<file path="src/rtl/mci_arbiter_pkg.sv">
// Package memory_controller_interface: MCI request/response types shared by clients, arbiter and memory,
// plus the arbiter's state encoding, client limit and a round-robin index helper.
package memory_controller_interface;

  localparam int MCI_ADDR_W          = 32;
  localparam int MCI_BLOCK_W         = 128;
  localparam int MCI_ARB_MAX_CLIENTS = 8;
  localparam int MCI_ARB_IDX_W       = $clog2(MCI_ARB_MAX_CLIENTS);

  typedef struct packed {
    logic                   valid;
    logic                   rw;
    logic [MCI_ADDR_W-1:0]  addr;
    logic [MCI_BLOCK_W-1:0] data;
  } mci_request_t;

  typedef struct packed {
    logic                   ready;
    logic [MCI_BLOCK_W-1:0] data;
  } mci_response_t;

  typedef enum logic [1:0] {
    IDLE,
    ISSUE,
    WAIT,
    RESPOND
  } mci_arb_state_t;

  typedef logic [MCI_ARB_IDX_W-1:0] mci_arb_idx_t;

  // Client index reached by stepping `off` places past `base` in a ring of `n` clients.
  function automatic mci_arb_idx_t mci_arb_wrap(input int base, input int off, input int n);
    return mci_arb_idx_t'((base + off) % n);
  endfunction

endpackage

</file>
<file path="src/rtl/mci_arbiter_rr_picker.sv">
// rr_picker: combinational round-robin selection of the first pending client after last_grant.
module rr_picker
  import memory_controller_interface::*;
#(
  parameter int NUM_CLIENTS = 2
) (
  input  logic [NUM_CLIENTS-1:0] pending,
  input  mci_arb_idx_t           last_grant,
  output mci_arb_idx_t           grant,
  output logic                   any_pending
);

  logic [MCI_ARB_MAX_CLIENTS-1:0] pending_ext;
  mci_arb_idx_t                   cand;

  // Search starts one past the previous winner, so the last winner has lowest priority.
  always_comb begin
    pending_ext                    = '0;
    pending_ext[NUM_CLIENTS-1:0]   = pending;
    grant                          = '0;
    any_pending                    = 1'b0;
    cand                           = '0;
    for (int off = 1; off <= NUM_CLIENTS; off++) begin
      cand = mci_arb_wrap(int'(last_grant), off, NUM_CLIENTS);
      if (!any_pending && pending_ext[cand]) begin
        any_pending = 1'b1;
        grant       = cand;
      end
    end
  end

endmodule

</file>
<file path="src/rtl/mci_arbiter.sv">
// mci_arbiter: round-robin arbiter serialising NUM_CLIENTS requesters onto one MCI port, one request in flight.
// Defining MCI_ARB_PERF_EN adds per-client grant counters and a WAIT-cycle counter.
module mci_arbiter
  import memory_controller_interface::*;
#(
  parameter int NUM_CLIENTS = 2
) (
  input  logic                            i_clk,
  input  logic                            i_rst,
  input  mci_request_t  [NUM_CLIENTS-1:0] client_req,
  output mci_response_t [NUM_CLIENTS-1:0] client_res,
  output mci_request_t                    mem_req,
  input  mci_response_t                   mem_res,
  output logic                            o_busy,
  output logic                            o_proto_err
`ifdef MCI_ARB_PERF_EN
  ,
  output logic [NUM_CLIENTS-1:0][31:0]    o_grant_cnt,
  output logic [31:0]                     o_wait_cnt
`endif
);

  mci_arb_state_t                             state_q, state_d;
  mci_arb_idx_t                               grant_q, grant_d;
  mci_arb_idx_t                               last_grant_q, last_grant_d;
  logic [NUM_CLIENTS-1:0]                     pending_q, pending_d;
  logic [NUM_CLIENTS-1:0]                     slot_rw_q, slot_rw_d;
  logic [NUM_CLIENTS-1:0][MCI_ADDR_W-1:0]     slot_addr_q, slot_addr_d;
  logic [NUM_CLIENTS-1:0][MCI_BLOCK_W-1:0]    slot_data_q, slot_data_d;
  logic                                       req_rw_q, req_rw_d;
  logic [MCI_ADDR_W-1:0]                      req_addr_q, req_addr_d;
  logic [MCI_BLOCK_W-1:0]                     req_data_q, req_data_d;
  logic [MCI_BLOCK_W-1:0]                     rdata_q, rdata_d;
  logic                                       proto_err_q, proto_err_d;

  logic [NUM_CLIENTS-1:0]                     in_flight;
  mci_arb_idx_t                               pick_idx;
  logic                                       pick_valid;

  rr_picker #(
    .NUM_CLIENTS (NUM_CLIENTS)
  ) u_picker (
    .pending     (pending_q),
    .last_grant  (last_grant_q),
    .grant       (pick_idx),
    .any_pending (pick_valid)
  );

  // A client is in flight once issued to memory and until its RESPOND cycle, where re-requesting is legal.
  always_comb begin
    in_flight = '0;
    for (int i = 0; i < NUM_CLIENTS; i++) begin
      in_flight[i] = ((state_q == ISSUE) || (state_q == WAIT)) && (grant_q == mci_arb_idx_t'(i));
    end
  end

  always_comb begin
    state_d      = state_q;
    grant_d      = grant_q;
    last_grant_d = last_grant_q;
    pending_d    = pending_q;
    slot_rw_d    = slot_rw_q;
    slot_addr_d  = slot_addr_q;
    slot_data_d  = slot_data_q;
    req_rw_d     = req_rw_q;
    req_addr_d   = req_addr_q;
    req_data_d   = req_data_q;
    rdata_d      = rdata_q;
    proto_err_d  = proto_err_q;

    for (int i = 0; i < NUM_CLIENTS; i++) begin
      if (client_req[i].valid) begin
        if (pending_q[i] || in_flight[i]) begin
          proto_err_d = 1'b1;
        end else begin
          pending_d[i]   = 1'b1;
          slot_rw_d[i]   = client_req[i].rw;
          slot_addr_d[i] = client_req[i].addr;
          slot_data_d[i] = client_req[i].data;
        end
      end
    end

    // A granted slot cannot capture in the same cycle: its pending bit makes any new pulse illegal.
    case (state_q)
      IDLE: begin
        if (pick_valid) begin
          grant_d = pick_idx;
          for (int i = 0; i < NUM_CLIENTS; i++) begin
            if (pick_idx == mci_arb_idx_t'(i)) begin
              pending_d[i] = 1'b0;
              req_rw_d     = slot_rw_q[i];
              req_addr_d   = slot_addr_q[i];
              req_data_d   = slot_data_q[i];
            end
          end
          state_d = ISSUE;
        end
      end
      ISSUE: begin
        state_d = WAIT;
      end
      WAIT: begin
        if (mem_res.ready) begin
          rdata_d = mem_res.data;
          state_d = RESPOND;
        end
      end
      RESPOND: begin
        last_grant_d = grant_q;
        state_d      = IDLE;
      end
      default: begin
        state_d = IDLE;
      end
    endcase
  end

  always_ff @(posedge i_clk) begin
    if (i_rst) begin
      state_q      <= IDLE;
      grant_q      <= '0;
      last_grant_q <= mci_arb_idx_t'(NUM_CLIENTS - 1);
      pending_q    <= '0;
      slot_rw_q    <= '0;
      slot_addr_q  <= '0;
      slot_data_q  <= '0;
      req_rw_q     <= 1'b0;
      req_addr_q   <= '0;
      req_data_q   <= '0;
      rdata_q      <= '0;
      proto_err_q  <= 1'b0;
    end else begin
      state_q      <= state_d;
      grant_q      <= grant_d;
      last_grant_q <= last_grant_d;
      pending_q    <= pending_d;
      slot_rw_q    <= slot_rw_d;
      slot_addr_q  <= slot_addr_d;
      slot_data_q  <= slot_data_d;
      req_rw_q     <= req_rw_d;
      req_addr_q   <= req_addr_d;
      req_data_q   <= req_data_d;
      rdata_q      <= rdata_d;
      proto_err_q  <= proto_err_d;
    end
  end

  // Address/rw/data stay on the port through WAIT so a combinational memory can keep reading them.
  always_comb begin
    mem_req       = '0;
    mem_req.valid = (state_q == ISSUE);
    mem_req.rw    = req_rw_q;
    mem_req.addr  = req_addr_q;
    mem_req.data  = req_data_q;
  end

  always_comb begin
    client_res = '0;
    for (int i = 0; i < NUM_CLIENTS; i++) begin
      if ((state_q == RESPOND) && (grant_q == mci_arb_idx_t'(i))) begin
        client_res[i].ready = 1'b1;
        client_res[i].data  = rdata_q;
      end
    end
  end

  assign o_busy      = (state_q != IDLE);
  assign o_proto_err = proto_err_q;

`ifdef MCI_ARB_PERF_EN
  logic [NUM_CLIENTS-1:0][31:0] grant_cnt_q, grant_cnt_d;
  logic [31:0]                  wait_cnt_q, wait_cnt_d;

  // Both counters wrap naturally at 2^32.
  always_comb begin
    grant_cnt_d = grant_cnt_q;
    wait_cnt_d  = wait_cnt_q;
    if (state_q == WAIT) begin
      wait_cnt_d = wait_cnt_q + 32'd1;
    end
    for (int i = 0; i < NUM_CLIENTS; i++) begin
      if ((state_q == RESPOND) && (grant_q == mci_arb_idx_t'(i))) begin
        grant_cnt_d[i] = grant_cnt_q[i] + 32'd1;
      end
    end
  end

  always_ff @(posedge i_clk) begin
    if (i_rst) begin
      grant_cnt_q <= '0;
      wait_cnt_q  <= '0;
    end else begin
      grant_cnt_q <= grant_cnt_d;
      wait_cnt_q  <= wait_cnt_d;
    end
  end

  assign o_grant_cnt = grant_cnt_q;
  assign o_wait_cnt  = wait_cnt_q;
`else
  // Default build carries no performance counters.
`endif

endmodule

</file>
<file path="config.mk">
export PLATFORM = sky130hd
export DESIGN_NAME = mci_arbiter
export DESIGN_NICKNAME = d
export VERILOG_FILES = /design/src/rtl/mci_arbiter_pkg.sv /design/src/rtl/mci_arbiter_rr_picker.sv /design/src/rtl/mci_arbiter.sv
export SDC_FILE = /design/constraint.sdc
export NUM_CORES = 1
export LEC_CHECK = 0
export ABC_AREA = 1
export CORE_AREA = 4 4 343 345
export DETAILED_ROUTE_END_ITERATION = 7
export DIE_AREA = 0 0 347 349
export DONT_BUFFER_PORTS = 1
export MAX_ROUTING_LAYER = met4
export SYNTH_ARGS = -nofsm -noshare
export SYNTH_HDL_FRONTEND = slang
export SYNTH_SLANG_ARGS = --single-unit
</file>
<file path="constraint.sdc">
create_clock -name i_clk -period 1.99 [get_ports i_clk]
set_input_delay 0.199 -clock i_clk [delete_from_list [all_inputs] [get_ports i_clk]]
set_output_delay 0.199 -clock i_clk [all_outputs]
set_load 0.02 [all_outputs]
</file>
==> flow_summary.yaml <==
global_routing:
  top_usage_layer: "met2"
  grt_max_degree: 115
  antenna_found_initial: 47
  grt_usage: 0.169
  gr-total-overflow: 0
  use_met3: 0.0429
  grt_pass1_vias: 24900
  grtUsageMet1: 0.197
  grtUsageMet2: 0.285
  grt_pass1_wl_um: 154000
timing:
  worst_pin_slew_ns: 0.607
  rsz0062_at_grt: "yes"
  worst_slack_ns: -0.433
  relSlewSlack: 0.595
  fin_skew_ns: 0.0301
  slew_viol_final: 0
  hold_viol: 0
  min_period_over_period: 1.22
  max_freq_mhz: 413
  final.setup.tns_ns: -62.13
  setup_viol: 257
  finalCriticalPeriod_ns: 2.42
  hold_slack_ns: 0.302
cells_and_area:
  design_area_mm2: 0.0385
  fin_nets: 4765
  area_growth_pct: 51.8
  stdcell_count: 5909
  drive_above_1_share: 0.148
critical_path:
  critPathRequiredTime_ns: 1.79
  crit_slowest_cell: "dfxtp_2"
  crit_path_max_incr_delay_ns: 0.33
  path_class: "flop to primary output"
  crit_top_cell: "buf_12"
  setup.worst_path.end_class: "primary output"
  setup.worst_path.start_class: "flop"
  timing.rr.start: "state_q[1]$_SDFFE_PP0P_"
  crit_chain: "buf_6 > ha_4 > inv_2 > nor2_4 > buf_12 > buf_12 > inv_16 > clkbuf_16 > nor2_2 > buf_4"
  arrival_ns: 2.22
  crit_start: "state_q[0]$_SDFFE_PP0P_"
  cp_max_fo: 6
placement:
  io_buffer_count: 0
  dpl.cell_count: 5257
  postPlaceCellArea_mm2: 0.0292
  dp_hpwl_um: 75300
  gp_congestion: 0.876
cts:
  cts-root-buf: "clkbuf_16"
  cts_inserted_buffers: 73
  worstSkewPairLatency_ns: 0.64
  clockBufferDepth: 3
  path_clk_slew_ns: 0.06
  cts_tree: "done"
  cts.sinks: 618
  cts.htree.levels: 3
synthesis:
  synth_area_mm2: 0.0254
  synth_seq_cells: 618
  synth_fa_ha_area_frac: 0.00247
  synth_compound_area_frac: 0.211
  yosysWarnings: 0
  syn_nets: 4138
  synth_top_family_by_area: "compound AO/OA/AOI/OAI gates"
  ys_types: 17
  syn_avg_cell_area_um2: 6.89
  yosys.area_share.simple: 0.163
  synth_mux_area_frac: 0
  synth-xor-area-share: 0
  yosysSeqAreaShare: 0.488
  synth_cells: 3678
detailed_routing:
  via_per_inst: 4.45
  firstDrtPassIters: 6
  drt_iter0_drc: 2243
  vias: 26300
  totalWireLength_um: 111000
  postRouteAntennaNets: 0
  drc_errors: 0
  wl_per_cell_um: 18.8
floorplanning:
  initial_core_util: 0.222
  num_rows: 124
  ios: 877
  coreArea_mm2: 0.114
  die_w_um: 347
  die_y_um: 349
  die-area_mm2: 0.121
worst_hold_path:
  hold_start: "client_req[138]"
  hold_class: "input pin to flop"
outcome:
  status: "finished, violations left"
  violations: "setup timing"
power:
  ir_drop_v: 0.000824
  power.density_mw_per_mm2: 1300
  p_leak_nw: 15.8
flow_run:
  drv_cap: 0
placed cells by master, fill, tap and decap left out, types with 35 or more instances in the layout:
cell type / n
inv_1: 622
clkbuf_16: 80
o21ai_0: 613
diode_2: 35
buf_4: 175
dfxtp_1: 615
a21oi_1: 455
buf_12: 50
dlygate4sd3_1: 456
nor2_1: 429
nor2_2: 51
nand2_1: 500
buf_6: 116
nor2_4: 105
cell type report:
class                   instances  area (µm²)
diodes                         35        87.6
repair inverters                1        20.0
well taps                    1512        1890
multi-input cells            2169       10500
clock inverters                29         477
clock buffers                 103        2060
repair buffers                815        8640
inverters                     627        2380
fillers                     11600       75700
flip-flops and latches        618       12400
flip-flops by register name, summed over array words and instances, names as in the netlist:
signal and count:
req_rw_q 1, o_proto_err 1, last_grant_q 1, req_data_q 128
pending_q 2, rdata_q 128, slot_addr_q 64, slot_data_q 256
state_q 2, grant_q 1, slot_rw_q 2, req_addr_q 32
worst paths after layout:
check / endpoint / slack, ns / depth (start not counted)
max: client_res[59] / -0.43 / 10
max reg2reg: slot_data_q[79]$_SDFFE_PP0P_ / 0.06 / 8
min: slot_addr_q[10]$_SDFFE_PP0P_ / 0.30 / 3
min reg2reg: slot_data_q[100]$_SDFFE_PP0P_ / 0.44 / 2
synth_stat cells:
master,n,share of area
nor3_1,1,0.00020
a21oi_1,455,0.090
nand2_2,2,0.00049
buf_4,3,0.00089
inv_2,2,0.00030
nand3_1,2,0.00039
ha_1,5,0.0025
inv_1,625,0.093
o21ai_0,613,0.12
nand2_1,502,0.074
nor2_1,585,0.087
o211ai_1,1,0.00030
buf_1,9,0.0013
clkbuf_1,189,0.028
buf_2,64,0.013
dfxtp_1,618,0.49
nand3_2,2,0.00079
report_power, final:
group	switching, mW	leakage [nW]	total (mW)	internal [mW]
Sequential	4.18	5.09	20.3	16.1
Combinational	9.87	9.45	15.5	5.63
Clock	5.70	1.23	14.2	8.48
Total	19.8	15.8	49.9	30.2
critical path: cells and delay by family, from the launching register on:
kind	cells	cell delay (ns)
flip-flops	1	0.33
AND/OR/NAND/NOR	2	0.28
adder cells (fa/ha/maj)	1	0.14
buffers and inverters	7	0.82
stage by stage:
| stage | utilization | power [mW] | worst slack, ns |
|---|---|---|---|
| 4_1_cts | 0.324 | 49.6 | -0.403 |
| 6_report | 0.337 | 49.9 | -0.433 |
| 3_3_place_gp | 0.256 | 33.6 | 0.108 |
| 2_1_floorplan | - | 28.9 | 0.0956 |
| 5_1_grt | 0.337 | 53.3 | -0.548 |
| 3_5_place_dp | 0.256 | 34.0 | 0.0889 |
kinds of logic (layout without fill, tap and decap cells):
logic type | after synthesis | after routing
simple gates | 1094 | 1095
compound gates | 1069 | 1069
buf+inv | 892 | 1575
flops | 618 | 618
fa+ha+maj | 5 | 5
other cells | 0 | 35
layer usage:
metal / part of all wire / up-vias
met1: 0.40 / 12100
met5: 0 / -
met4: 0.038 / 0
met2: 0.48 / 1262
li1: - / 12600
met3: 0.081 / 279
repair_timing:
item	CTS	global route
hold buffers	456	0
buffers inserted	6	6
endpoints found under the hold margin	460	0
resized for setup	135	286
gates cloned	6	12
setup endpoints to repair	258	334
pin swaps	4	4
No activity file was read; power rests on OpenSTA's default activity.
